## src/rtl/mux_seq_pkg.sv

```systemverilog
// mux_seq_pkg: shared types and constants for the mux16 select sequencer.
package mux_seq_pkg;

   localparam int unsigned SEL_W_DEF = 4;

   localparam logic DIR_UP   = 1'b0;
   localparam logic DIR_DOWN = 1'b1;

   typedef enum logic [1:0] {
      ST_IDLE = 2'd0,
      ST_RUN  = 2'd1,
      ST_DONE = 2'd2
   } state_t;

   // Number of steps in a single sweep: every code visited once from the start value.
   function automatic int unsigned sweep_len(input int unsigned w);
      return (32'd1 << w) - 32'd1;
   endfunction

   localparam int unsigned SWEEP_LEN = sweep_len(SEL_W_DEF);

endpackage

```

## src/rtl/mux_sel_prescaler.sv

```systemverilog
// mux_sel_prescaler: down-counter producing a one-cycle step tick every period+1
// enabled cycles. Period is captured and the counter loaded when clr is high.
module mux_sel_prescaler #(
   parameter int unsigned PRESCALE_W = 8
) (
   input  logic                  clk,
   input  logic                  rst,
   input  logic                  clr,
   input  logic                  en,
   input  logic [PRESCALE_W-1:0] period,
   output logic                  tick
);

   logic [PRESCALE_W-1:0] period_q, period_d;
   logic [PRESCALE_W-1:0] cnt_q, cnt_d;

   assign tick = en && (cnt_q == '0);

   // Next-count: load on clear, count down while enabled, reload after a tick.
   always_comb begin
      period_d = period_q;
      cnt_d    = cnt_q;
      if (clr) begin
         period_d = period;
         cnt_d    = period;
      end else if (en) begin
         if (cnt_q == '0) begin
            cnt_d = period_q;
         end else begin
            cnt_d = cnt_q - 1'b1;
         end
      end
   end

   // Counter and period registers.
   always_ff @(posedge clk or posedge rst) begin
      if (rst) begin
         period_q <= '0;
         cnt_q    <= '0;
      end else begin
         period_q <= period_d;
         cnt_q    <= cnt_d;
      end
   end

endmodule

```

## src/rtl/mux_sel_sequencer.sv

```systemverilog
// mux_sel_sequencer: steps the mux16 select code up/down, single sweep or
// continuous, with busy/wrap/done status.
// Optional feature macro: MUX_SEL_PRESCALE_EN (step period = prescale+1 cycles);
// when undefined a step occurs every RUN cycle and prescale is ignored.
module mux_sel_sequencer
   import mux_seq_pkg::*;
#(
   parameter int unsigned SEL_W      = SEL_W_DEF,
   parameter int unsigned PRESCALE_W = 8
) (
   input  logic                  clk,
   input  logic                  rst,
   input  logic                  start,
   input  logic                  stop,
   input  logic                  dir,
   input  logic                  cont,
   input  logic                  load,
   input  logic [SEL_W-1:0]      load_val,
   input  logic [PRESCALE_W-1:0] prescale,
   output logic [SEL_W-1:0]      sel,
   output logic                  busy,
   output logic                  wrap,
   output logic                  done
);

   localparam logic [SEL_W-1:0] LAST_STEP = SEL_W'(sweep_len(SEL_W));

   state_t            state_q, state_d;
   logic [SEL_W-1:0]  sel_q, sel_d;
   logic [SEL_W-1:0]  step_q, step_d;
   logic [SEL_W-1:0]  step_inc;
   logic              dir_q, dir_d;
   logic              cont_q, cont_d;
   logic              wrap_q, wrap_d;
   logic              start_acc;
   logic              tick;

   assign start_acc = start && (state_q != ST_RUN);
   assign step_inc  = step_q + 1'b1;

`ifdef MUX_SEL_PRESCALE_EN
   mux_sel_prescaler #(
      .PRESCALE_W(PRESCALE_W)
   ) u_prescaler (
      .clk   (clk),
      .rst   (rst),
      .clr   (start_acc),
      .en    (state_q == ST_RUN),
      .period(prescale),
      .tick  (tick)
   );
`else
   logic prescale_unused;
   assign prescale_unused = ^prescale;
   assign tick = 1'b1;
`endif

   // Next-state, select stepping, wrap detection and sweep accounting.
   always_comb begin
      state_d = state_q;
      sel_d   = sel_q;
      step_d  = step_q;
      dir_d   = dir_q;
      cont_d  = cont_q;
      wrap_d  = 1'b0;
      case (state_q)
         ST_IDLE, ST_DONE: begin
            if (load) begin
               sel_d = load_val;
            end
            if (start) begin
               state_d = ST_RUN;
               dir_d   = dir;
               cont_d  = cont;
               step_d  = '0;
            end else begin
               state_d = ST_IDLE;
            end
         end
         ST_RUN: begin
            if (stop) begin
               state_d = ST_IDLE;
            end else if (tick) begin
               if (dir_q == DIR_UP) begin
                  sel_d  = sel_q + 1'b1;
                  wrap_d = (sel_q == '1);
               end else begin
                  sel_d  = sel_q - 1'b1;
                  wrap_d = (sel_q == '0);
               end
               if (!cont_q) begin
                  step_d = step_inc;
                  if (step_inc == LAST_STEP) begin
                     state_d = ST_DONE;
                  end
               end
            end
         end
         default: state_d = ST_IDLE;
      endcase
   end

   // State and datapath registers.
   always_ff @(posedge clk or posedge rst) begin
      if (rst) begin
         state_q <= ST_IDLE;
         sel_q   <= '0;
         step_q  <= '0;
         dir_q   <= DIR_UP;
         cont_q  <= 1'b0;
         wrap_q  <= 1'b0;
      end else begin
         state_q <= state_d;
         sel_q   <= sel_d;
         step_q  <= step_d;
         dir_q   <= dir_d;
         cont_q  <= cont_d;
         wrap_q  <= wrap_d;
      end
   end

   assign sel  = sel_q;
   assign wrap = wrap_q;
   assign busy = (state_q == ST_RUN);
   assign done = (state_q == ST_DONE);

endmodule
```

## config.mk

```make
export PLATFORM = sky130hd
export DESIGN_NAME = mux_sel_sequencer
export DESIGN_NICKNAME = d
export VERILOG_FILES = /design/src/rtl/mux_seq_pkg.sv /design/src/rtl/mux_sel_prescaler.sv /design/src/rtl/mux_sel_sequencer.sv
export SDC_FILE = /design/constraint.sdc
export NUM_CORES = 1
export LEC_CHECK = 0
export CAP_MARGIN = 20
export CORE_MARGIN = 4
export CORE_UTILIZATION = 32
export DETAILED_ROUTE_END_ITERATION = 16
export HOLD_SLACK_MARGIN = 0.03
export PLACE_DENSITY_LB_ADDON = 0.1
export SKIP_LAST_GASP = 1
export SLEW_MARGIN = 25
export SYNTH_ARGS = -nofsm -noshare
export SYNTH_HDL_FRONTEND = slang
export SYNTH_HIERARCHICAL = 1
export SYNTH_SLANG_ARGS = --single-unit
```

## constraint.sdc

```tcl
create_clock -name clk -period 4.71 [get_ports clk]
set_input_delay 1.1775 -clock clk [delete_from_list [all_inputs] [get_ports clk]]
set_output_delay 1.1775 -clock clk [all_outputs]
set_load 0.1 [all_outputs]
```

After elaboration in Yosys (flattened, before gate mapping)
Index checks and enable logic that the tools add are counted.
{"block": "totals", "ff_bits": 13, "memories": 0, "ram_bits": 0, "output_inout_bits": 7, "mem_bits_ro": 0, "latch_bits": 0, "input_bits": 19}
{"block": "classes", "eq_ne": 10, "n_lt_le_gt_ge": 0, "n_mul": 0, "n_reduce_logical": 8, "muxes": 16, "div_mod_pow": 0, "shifts": 0, "bitwise_logic": 0, "addsub": 3}
{"cell": "two-way mux 4 bit", "count": 6}
{"cell": "one-hot mux 4 bit (2 select lines)", "count": 2}
{"cell": "adder 4 x 1 -> 4 bit, second input constant", "count": 2}
{"cell": "== test 4 bit, second input constant", "count": 2}
{"cell": "!= test 2 bit, second input constant", "count": 4}
{"cell": "two-way mux 2 bit", "count": 3}
{"cell": "zero test 4 bit", "count": 1}
{"cell": "two-way mux 1 bit", "count": 4}
{"cell": "one-hot mux 2 bit (2 select lines)", "count": 1}
{"cell": "AND reduction 2 bit", "count": 2}
{"cell": "AND reduction 4 bit", "count": 1}
{"cell": "subtractor 4 x 1 -> 4 bit, second input constant", "count": 1}
{"cell": "!= test 3 x 2 -> 1 bit, second input constant", "count": 1}
{"cell": "!= test 3 bit, second input constant", "count": 1}
{"cell": "AND reduction 3 bit", "count": 1}
{"cell": "== test 2 x 1 -> 1 bit, second input constant", "count": 1}
{"cell": "== test 2 bit, second input constant", "count": 1}
{"cell": "zero test 2 bit", "count": 1}
{"cell": "nonzero test 2 bit", "count": 1}
{"cell": "OR reduction 2 bit", "count": 1}

Longest topological paths before layout
{"block": "logic_depth", "ltp_word": 6, "mapped_depth": 6}

Least setup slack after synthesis
No wires, ideal clock.
{"block": "synth_timing", "kind": "register -> output", "start": "register state_q[1]", "end": "output port done", "path_stages_with_launch": 2, "arrival_time_ns": 1.746, "required_time_ns": 3.533, "path_slack_ns": 1.787, "cell_sequence": "dfrtp_1 nor2b_1"}
{"block": "synth_via", "elab_chain_cells": 1}
{"element": "from (decl)", "line_no": "mux_sel_sequencer.sv:28", "source": "state_t state_q, state_d;"}
{"element": "from (signal assigned)", "line_no": "mux_sel_sequencer.sv:113", "source": "state_q <= state_d;"}
{"element": "== test 2 bit", "line_no": "mux_sel_sequencer.sv:125", "source": "assign done = (state_q == ST_DONE);"}
{"element": "to (decl)", "line_no": "mux_sel_sequencer.sv:23", "source": "output logic done"}
No other way between the ends.

Final worst setup path
{"block": "layout_timing", "start": "register state_q[1]", "end": "output port busy"}
{"block": "layout_via", "elab_chain_cells": 1}
{"element": "== test 2 x 1 -> 1 bit", "line_no": "mux_sel_sequencer.sv:124", "source": "assign busy = (state_q == ST_RUN);"}
{"element": "to (decl)", "line_no": "mux_sel_sequencer.sv:21", "source": "output logic busy,"}
No other way between the ends.

==> qor.txt <==
Outcome -> complete, no violations
Proportion of synthesized area in mux cells -> 0
RSZ-0062 raised after global routing -> false
Crit path buffers/inverters -> 2
CP max stage delay -> 1140 ps
Vias per cell -> 4.88
Sequential area share after synthesis -> 0.430
Post-synth EDFFs -> 0
Number of inserted diodes -> 0
# nets final -> 129
CTS tree -> done
Syn Nets -> 108
Cell area after layout -> 982 um^2
Post-synthesis adder-cell area fraction -> 0.0927
Initial antenna violation count -> 0
Root Driver -> clkbuf_4
Syn avg cell area -> 9.00 um^2
Post-synthesis cell type count -> 28
Cells after DPL -> 128
Number of global-route vias before repair -> 634
Xor/xnor cell area share of the yosys netlist -> 0.0348
Pre-CTS WS -> 1520 ps
Cell Pwr Density -> 550 nW/um^2
Finished Layout Cells -> 132
R2R Path End -> sel[3]
Worst-Margin Slew -> 974 ps
I/O Pins -> 26
First-pass GRT wire length -> 2740 um
Largest family of logic cells by synthesized area -> simple AND/OR/NAND/NOR gates
Clk_skew -> 7.30 ps
Routed vias -> 644
Ys Warns -> 6
Starting DRT DRC Count -> 13
Maxcap violations -> 0
Final setup viols -> 0
Setup CP Type -> flip-flop to primary output
Hpwl dp -> 1270 um
Hold Startpoint -> step_q[3]
Min Tclk post-route -> 3480 ps
Initial core utilization -> 0.338
Placed Area -> 956 um^2
H-Tree Depth -> 1
Synth Register Bits -> 13
Drt total wl -> 1600 um
Final RePlAce weighted congestion -> 0.738
Achievable frequency -> 287 MHz
Hold Path Class -> flip-flop to flip-flop
Port-buffer cells -> 17
Slew Viols, Final -> 0
Reg2Reg Setup Slack -> 3000 ps
Final Worst Setup Slack -> 1230 ps
Slew headroom -> 0.349
Critical Path Sink Type -> primary output
Crit-path slowest cell -> clkdlybuf4s50_1
Crit path max-delay family -> buffers and inverters
WP data required -> 3530 ps
Largest net degree at the start of global routing -> 14
Syn-to-layout area delta -> 30.0%
Total congestion overflow -> 0
Register-to-Register Path Depth -> 5
Worst VDD drop -> 0.358 mV
Post-CTS sizing -> 0
Synth Area in Compound Gates -> 0.156
Hold Path Sink -> step_q[3]
Core Rows -> 17
Worst flop-to-flop path startpoint -> sel[2]
Gate Count Post-Synth -> 84
Endpoints failing hold -> 0
Post-DR wirelength/cell -> 12.1 um
CP Launch Type -> flip-flop
Crit path DAT -> 2310 ps
Fin Hold WS -> 512 ps
CP max FO -> 8
Setup TNS -> 0 ps
Clk sinks -> 13
Worst-skew pair later-pin latency -> 280 ps
All-Layer GR Usage -> 0.113
CP Launch Point -> state_q[1]
Core area -> 2230 um^2
Die Y -> 56.6 um
Async set or reset register ratio after synthesis -> 1.00
Post-CTS setup repair buffer count -> 0
Tcrit/Tclk final -> 0.739
Max Buffers Root-to-Sink -> 2
First-pass detailed-route iteration total -> 4
Die ar. -> 3200 um^2
Clock slew at reported path FFs -> 80 ps
Hold_buf cts -> 0
Remaining DRCs -> 0
Mapped Area -> 756 um^2
Critical-path cell list -> nand2b_1 > inv_1 > clkdlybuf4s50_1
Post-synthesis simple-gate area fraction -> 0.240
Antenna Nets Post-Route -> 0
Die X-Extent -> 56.6 um
Dominant synthesized flop cell -> dfrtp_1
Hold Crit Depth -> 2
Total CTS buffers -> 3
Leak -> 0.000435 uW
Share of layout cells above drive strength 1 -> 0.0577
metrics by stage:
step | total power [uW] | util
detailed placement | 475 | 0.428
CTS | 549 | 0.440
global route | 578 | 0.440
finish | 540 | 0.440
global placement | 470 | 0.428
floorplan | 400 | -
cell usage after synthesis, drive strengths merged (2+ instances only):
library cell	n	area [um^2]
inv	8	30.0
xor2	2	17.5
nand2b	2	12.5
nor2	6	22.5
nor4b	2	23.8
nand3	4	20.0
o21ai	8	40.0
dfrtp	13	325
a21oi	6	30.0
ha	4	50.1
a21o	2	16.3
nor4	2	12.5
nor2b	2	12.5
nand2	11	41.3
kinds of logic (layout without fill, tap and decap cells):
family | after synthesis | count (layout)
simple gates | 34 | 34
compound gates | 20 | 20
flops | 13 | 13
buf+inv | 9 | 29
fa+ha+maj | 5 | 5
xor+xnor | 3 | 3
layout make-up:
type | instances | area, um^2
clock buffer | 4 | 26.3
fill | 237 | 1250
inverter | 8 | 30.0
multi-input combinational | 62 | 395
sequential | 13 | 325
tap | 28 | 35.0
timing repair buffer | 17 | 170
worst max-delay path by stage:
stage / slack [ps] / end / cells after the start
after CTS: 1200 / busy / 3
after detailed placement: 1520 / busy / 3
after floorplan: 1790 / done / 1
after global placement: 1530 / busy / 3
final: 1230 / busy / 3
after global routing: 1120 / busy / 3
cells in the final DEF, fill, tap and decap left out, types with 2 or more instances in the layout:
cell type         n
clkdlybuf4s50_1  17
dfrtp_1          13
nand2_1          11
inv_1             8
o21ai_0           8
a21oi_1           6
nor2_1            6
nand3_1           4
ha_1              4
clkbuf_4          3
nand2b_1          2
xor2_1            2
nor2b_1           2
nor4_1            2
worst min-delay path: stages, from the launching register on:
cell and delay [ps]:
dfrtp_1 360, nand2_1 50, o21ai_0 70
metal layers:
layer / vias to the layer above / wire [um] / track usage
met1: 295 / 724 / 0.127
met2: 14 / 787 / 0.196
li1: 333 / - / -
met4: 0 / 10 / 0.0407
met3: 2 / 81 / 0.0391
met5: - / 0 / 0
report_power, final:
| group | total, uW | switching, uW | internal (uW) |
|---|---|---|---|
| combinational | 294 | 204 | 89.3 |
| sequential | 177 | 37.9 | 139 |
| clock | 70.1 | 37.2 | 32.8 |
flip-flops by register name, indices dropped and copies added, names as in the netlist:
signal / count
dir_q: 1
step_q: 4
state_q: 2
wrap: 1
sel: 4
cont_q: 1
No activity file was read; power rests on OpenSTA's default activity.
